===== src/rtl/uart_tx_engine.sv =====
// uart_tx_engine: start/data/parity/stop/gap UART transmitter.
// Parity support is compiled in when UART_TX_PARITY_EN is defined.
module uart_tx_engine #(
  parameter int BAUD_DIV  = 434,
  parameter int DATA_BITS = 8,
  parameter int STOP_BITS = 1,
  parameter int GAP_BITS  = 0
) (
  input  logic                 i_clk,
  input  logic                 i_rst_n,
  input  logic [DATA_BITS-1:0] i_data,
  input  logic                 i_valid,
  output logic                 o_ready,
  input  logic [1:0]           i_parity_mode,
  output logic                 o_tx,
  output logic                 o_busy,
  output logic                 o_done
);

  localparam int BW = $clog2(BAUD_DIV);
  localparam int CW = $clog2(DATA_BITS + 1);

  localparam logic [2:0] IDLE   = 3'd0;
  localparam logic [2:0] START  = 3'd1;
  localparam logic [2:0] DATA   = 3'd2;
  localparam logic [2:0] PARITY = 3'd3;
  localparam logic [2:0] STOP   = 3'd4;
  localparam logic [2:0] GAP    = 3'd5;

  localparam logic [BW-1:0] BAUD_LAST = BW'(BAUD_DIV - 1);
  localparam logic [CW-1:0] DATA_LAST = CW'(DATA_BITS - 1);
  localparam logic [CW-1:0] STOP_LAST = CW'(STOP_BITS - 1);
  localparam logic [3:0]    GAP_LAST  = 4'(GAP_BITS - 1);

  logic [2:0]           state;
  logic [2:0]           state_n;
  logic [BW-1:0]        baud_cnt;
  logic [CW-1:0]        bit_cnt;
  logic [3:0]           gap_cnt;
  logic [DATA_BITS-1:0] shreg;
  logic                 bit_end;
  logic                 accept;
  logic                 entry;
  logic                 par_on;
  logic                 par_bit;

  assign o_ready = (state == IDLE);
  assign o_busy  = (state != IDLE);
  assign accept  = i_valid && o_ready;
  assign bit_end = (baud_cnt == BAUD_LAST);
  assign entry   = (state_n != state);

`ifdef UART_TX_PARITY_EN
  logic par_en_q;
  logic par_bit_q;

  // Capture parity mode and the parity of the word at accept.
  always_ff @(posedge i_clk or negedge i_rst_n) begin
    if (!i_rst_n) begin
      par_en_q  <= 1'b0;
      par_bit_q <= 1'b0;
    end else if (accept) begin
      par_en_q  <= (i_parity_mode == 2'b01) ||
                   (i_parity_mode == 2'b10);
      par_bit_q <= (^i_data) ^ (i_parity_mode == 2'b10);
    end
  end

  assign par_on  = par_en_q;
  assign par_bit = par_bit_q;
`else
  logic unused_par;
  assign unused_par = ^i_parity_mode;
  assign par_on     = 1'b0;
  assign par_bit    = 1'b1;
`endif

  // Next-state sequencing of the frame.
  always_comb begin
    state_n = state;
    case (state)
      IDLE:
        if (i_valid) state_n = START;
      START:
        if (bit_end) state_n = DATA;
      DATA:
        if (bit_end && bit_cnt == DATA_LAST)
          state_n = par_on ? PARITY : STOP;
      PARITY:
        if (!par_on) state_n = IDLE;
        else if (bit_end) state_n = STOP;
      STOP:
        if (bit_end && bit_cnt == STOP_LAST)
          state_n = (GAP_BITS > 0) ? GAP : IDLE;
      GAP:
        if (bit_end && gap_cnt == GAP_LAST)
          state_n = IDLE;
      default:
        state_n = IDLE;
    endcase
  end

  // State register.
  always_ff @(posedge i_clk or negedge i_rst_n) begin
    if (!i_rst_n) state <= IDLE;
    else          state <= state_n;
  end

  // Baud counter, restarted on entry and at each bit boundary.
  always_ff @(posedge i_clk or negedge i_rst_n) begin
    if (!i_rst_n)
      baud_cnt <= '0;
    else if (entry || bit_end || state == IDLE)
      baud_cnt <= '0;
    else
      baud_cnt <= baud_cnt + 1'b1;
  end

  // Bit counter for data and stop bits.
  always_ff @(posedge i_clk or negedge i_rst_n) begin
    if (!i_rst_n)
      bit_cnt <= '0;
    else if (entry)
      bit_cnt <= '0;
    else if (bit_end && (state == DATA || state == STOP))
      bit_cnt <= bit_cnt + 1'b1;
  end

  // Gap bit-time counter.
  always_ff @(posedge i_clk or negedge i_rst_n) begin
    if (!i_rst_n)
      gap_cnt <= '0;
    else if (entry)
      gap_cnt <= '0;
    else if (bit_end && state == GAP)
      gap_cnt <= gap_cnt + 1'b1;
  end

  // Shift register: load at accept, shift right per data bit.
  always_ff @(posedge i_clk or negedge i_rst_n) begin
    if (!i_rst_n)
      shreg <= '0;
    else if (accept)
      shreg <= i_data;
    else if (state == DATA && bit_end)
      shreg <= shreg >> 1;
  end

  // Registered line driver, one cycle behind the state.
  always_ff @(posedge i_clk or negedge i_rst_n) begin
    if (!i_rst_n)
      o_tx <= 1'b1;
    else begin
      case (state)
        START:   o_tx <= 1'b0;
        DATA:    o_tx <= shreg[0];
        PARITY:  o_tx <= par_bit;
        default: o_tx <= 1'b1;
      endcase
    end
  end

  // Completion pulse on leaving the last stop bit.
  always_ff @(posedge i_clk or negedge i_rst_n) begin
    if (!i_rst_n) o_done <= 1'b0;
    else          o_done <= (state == STOP) && (state_n != STOP);
  end

endmodule


===== config.mk =====
export PLATFORM = sky130hd
export DESIGN_NAME = uart_tx_engine
export DESIGN_NICKNAME = d
export VERILOG_FILES = /design/src/rtl/uart_tx_engine.sv
export SDC_FILE = /design/constraint.sdc
export NUM_CORES = 1
export LEC_CHECK = 0
export BUFFER_PORTS_ARGS = -buffer_cell sky130_fd_sc_hd__buf_2
export CORE_MARGIN = 8
export CORE_UTILIZATION = 40
export DETAILED_ROUTE_END_ITERATION = 16
export GPL_TIMING_DRIVEN = 1
export PLACE_DENSITY = 0.61
export SLEW_MARGIN = 20
export SYNTH_ARGS = -nofsm -noshare
export SYNTH_HDL_FRONTEND = slang
export SYNTH_SLANG_ARGS = --single-unit

===== constraint.sdc =====
create_clock -name i_clk -period 3.3 [get_ports i_clk]
set_input_delay 0.33 -clock i_clk [delete_from_list [all_inputs] [get_ports i_clk]]
set_output_delay 0.33 -clock i_clk [all_outputs]
set_load 0.005 [all_outputs]

==> results.json <==
{
  "outcome": "complete, no violations",
  "cts_tree": "yes",
  "clkTransAtPathRegs_ns": 0.06,
  "grt_setup_unrepaired": "no",
  "max_freq_ghz": 0.4534,
  "placed_cells": 217,
  "place_area_um2": 1697,
  "syn_area_per_cell_um2": 10.01,
  "grt_pass1_vias": 1265,
  "synth_cell_types": 40,
  "ctsHtreeMaxLevel": 2,
  "ir_drop_mv": 0.2429,
  "arrival_ns": 2.40,
  "seq_area_frac_synth": 0.4755,
  "tightest_slew_ns": 0.7690,
  "setup_viol": 0,
  "dr_total_vias": 1197,
  "grtUsageTotal": 0.1148,
  "yosysMostFrequentCell": "dfrtp_1",
  "num_rows": 23,
  "diodes": 0,
  "gr-total-overflow": 0,
  "synth_flop_cell": "dfrtp_1",
  "cp_max_fo": 6,
  "postCtsHoldBufs": 0,
  "nets": 192,
  "grt_pass1_wl_um": 5671,
  "start_util": 0.4041,
  "viasPerCell": 5.320,
  "drive_gt1_frac": 0.1657,
  "critPathLaunchType": "flop",
  "synth_top_cell_area_share": 0.4589,
  "setup_ws_ns": 1.094,
  "maxSlewHeadroom": 0.4842,
  "io_pins": 17,
  "whs_ns": 0.07531,
  "cts_setup_buffers": 0,
  "drt_iter0_drc": 96,
  "dp_worst_setup_slack_ns": 1.077,
  "syn_nets": 176,
  "post-route-period-util": 0.6684,
  "finalClockSkew_ns": 0.006697,
  "dieArea_um2": 6222,
  "numPortBuffers": 14,
  "place_hpwl_um": 2431,
  "cts_resized": 0,
  "synthesis.area_um2": 1582,
  "end_kind": "flop",
  "finalCriticalPeriod_ns": 2.206,
  "tns_ns": 0,
  "cts_root_buffer": "clkbuf_8",
  "numCtsBuffers": 5,
  "drt_first_pass_iters": 4,
  "async_flop_share": 1.000,
  "clock-sinks": 30,
  "place_congestion": 0.8342,
  "syn_inst": 158,
  "path_class": "flop to flop",
  "clock_path_buffers": 2,
  "ys_seq_elements": 30,
  "grt_max_degree": 31,
  "holdCritPathClass": "input pin to async pin",
  "die_y_um": 78.88,
  "drt-total-wl_um": 3285,
  "core_um2": 3914,
  "antenna_found_initial": 0,
  "hold_viol_final": 0,
  "synth_top_area_cell": "dfrtp_1",
  "synthTopCellsByArea": "dfrtp_1 46%, xnor2_1 5.5%, ha_1 4.0%",
  "synth_edf_count": 0,
  "slew_viol_final": 0,
  "clock_latency_ns": 0.28,
  "synthTopCellsByCount": "29 x dfrtp_1, 14 x nor2_1, 11 x nor3_1",
  "drc_errors": 0,
  "routedWlPerCell_um": 14.60,
  "final_area_um2": 1788,
  "stdcell_count": 225,
  "yosys_warnings": 0,
  "area_growth_pct": 13.05,
  "drv_cap": 0,
  "die_w_um": 78.88,
  "p_leak_nw": 0.7804,
  "cp_data_required_time_ns": 3.49,
  "final_antenna_net_count": 0,
  "powerDensity_nw_per_um2": 385.4
}
-- layer usage --
layer  routed length, um  vias up  track usage
met5                   0        -            0
met4                  38        0      0.05556
met3                 124        7      0.03499
met2                1624       16       0.1798
met1                1498      579       0.1410
li1                    -      595            -
-- flip-flops by register name (all words and copies together), names as in the netlist --
| register | cells |
|---|---|
| shreg | 8 |
| gap_cnt | 4 |
| o_done | 1 |
| o_tx | 1 |
| bit_cnt | 4 |
| state | 3 |
| baud_cnt | 9 |
-- cell usage in the layout (no fill, tap or decap), types with 3 or more instances in the layout --
cell type,Yosys,layout
clkbuf_8,0,6
nor4_1,3,3
dfrtp_1,29,29
nand3_1,9,9
mux2i_1,4,4
inv_1,9,9
ha_1,5,5
nand2_1,10,10
or3_1,3,3
nor3_1,11,11
xnor2_1,10,10
buf_2,2,14
a22o_1,3,3
nor2_1,14,14
a21o_1,4,4
o21ai_0,8,8
-- kinds of logic (layout without fill, tap and decap cells) --
family | Yosys count | after routing | synth area share
muxes | 4 | 4 | 0.02532
buffers and inverters | 15 | 32 | 0.03718
and+or+nand+nor | 66 | 66 | 0.2366
DFF | 30 | 30 | 0.4755
AOI/OAI and AO/OA | 26 | 26 | 0.1195
adders and majority gates | 5 | 5 | 0.03956
xor gates and xnor gates | 12 | 12 | 0.06646
-- metrics by stage --
step	utilization	power [mW]
CTS	0.4568	0.6973
floorplan	-	0.3839
global route	0.4568	0.7153
detailed placement	0.4335	0.3986
global placement	0.4335	0.3977
finish	0.4568	0.6890
-- critical path: stages (launching register included) --
cell and delay, ns:
dfrtp_1 0.40, inv_1 0.07, ha_1 0.15, nand4b_1 0.22
or4_1 0.66, or3_1 0.40, a211oi_2 0.21
-- worst paths after layout --
check	slack, ns	endpoint	cells past startpoint	startpoint
max	1.09	bit_cnt[3]	6	baud_cnt[1]
min	0.08	shreg[2]	1	i_rst_n
max reg2reg	1.09	bit_cnt[3]	6	baud_cnt[1]
min reg2reg	0.48	shreg[4]	1	shreg[4]
max in group asynchronous	2.80	bit_cnt[3]	1	i_rst_n
min in group i_clk	0.25	shreg[7]	3	i_data[7]
-- cell type report --
cell class	count	area [um2]
Tap cell	50	62.56
Sequential cell	30	752.0
Clock buffer	7	86.33
Fill cell	399	2126
Multi-Input combinational cell	113	770.7
Clock inverter	1	5.005
Inverter	9	33.78
Timing Repair Buffer	15	77.57
-- where the power goes --
| part | switching, mW | leakage, nW | internal (mW) | total, mW |
|---|---|---|---|---|
| clock | 0.130 | 0.0482 | 0.168 | 0.298 |
| combinational | 0.00991 | 0.352 | 0.00671 | 0.0166 |
| sequential | 0.00225 | 0.380 | 0.372 | 0.374 |
Note: power is estimated with default switching activity, not from simulation.
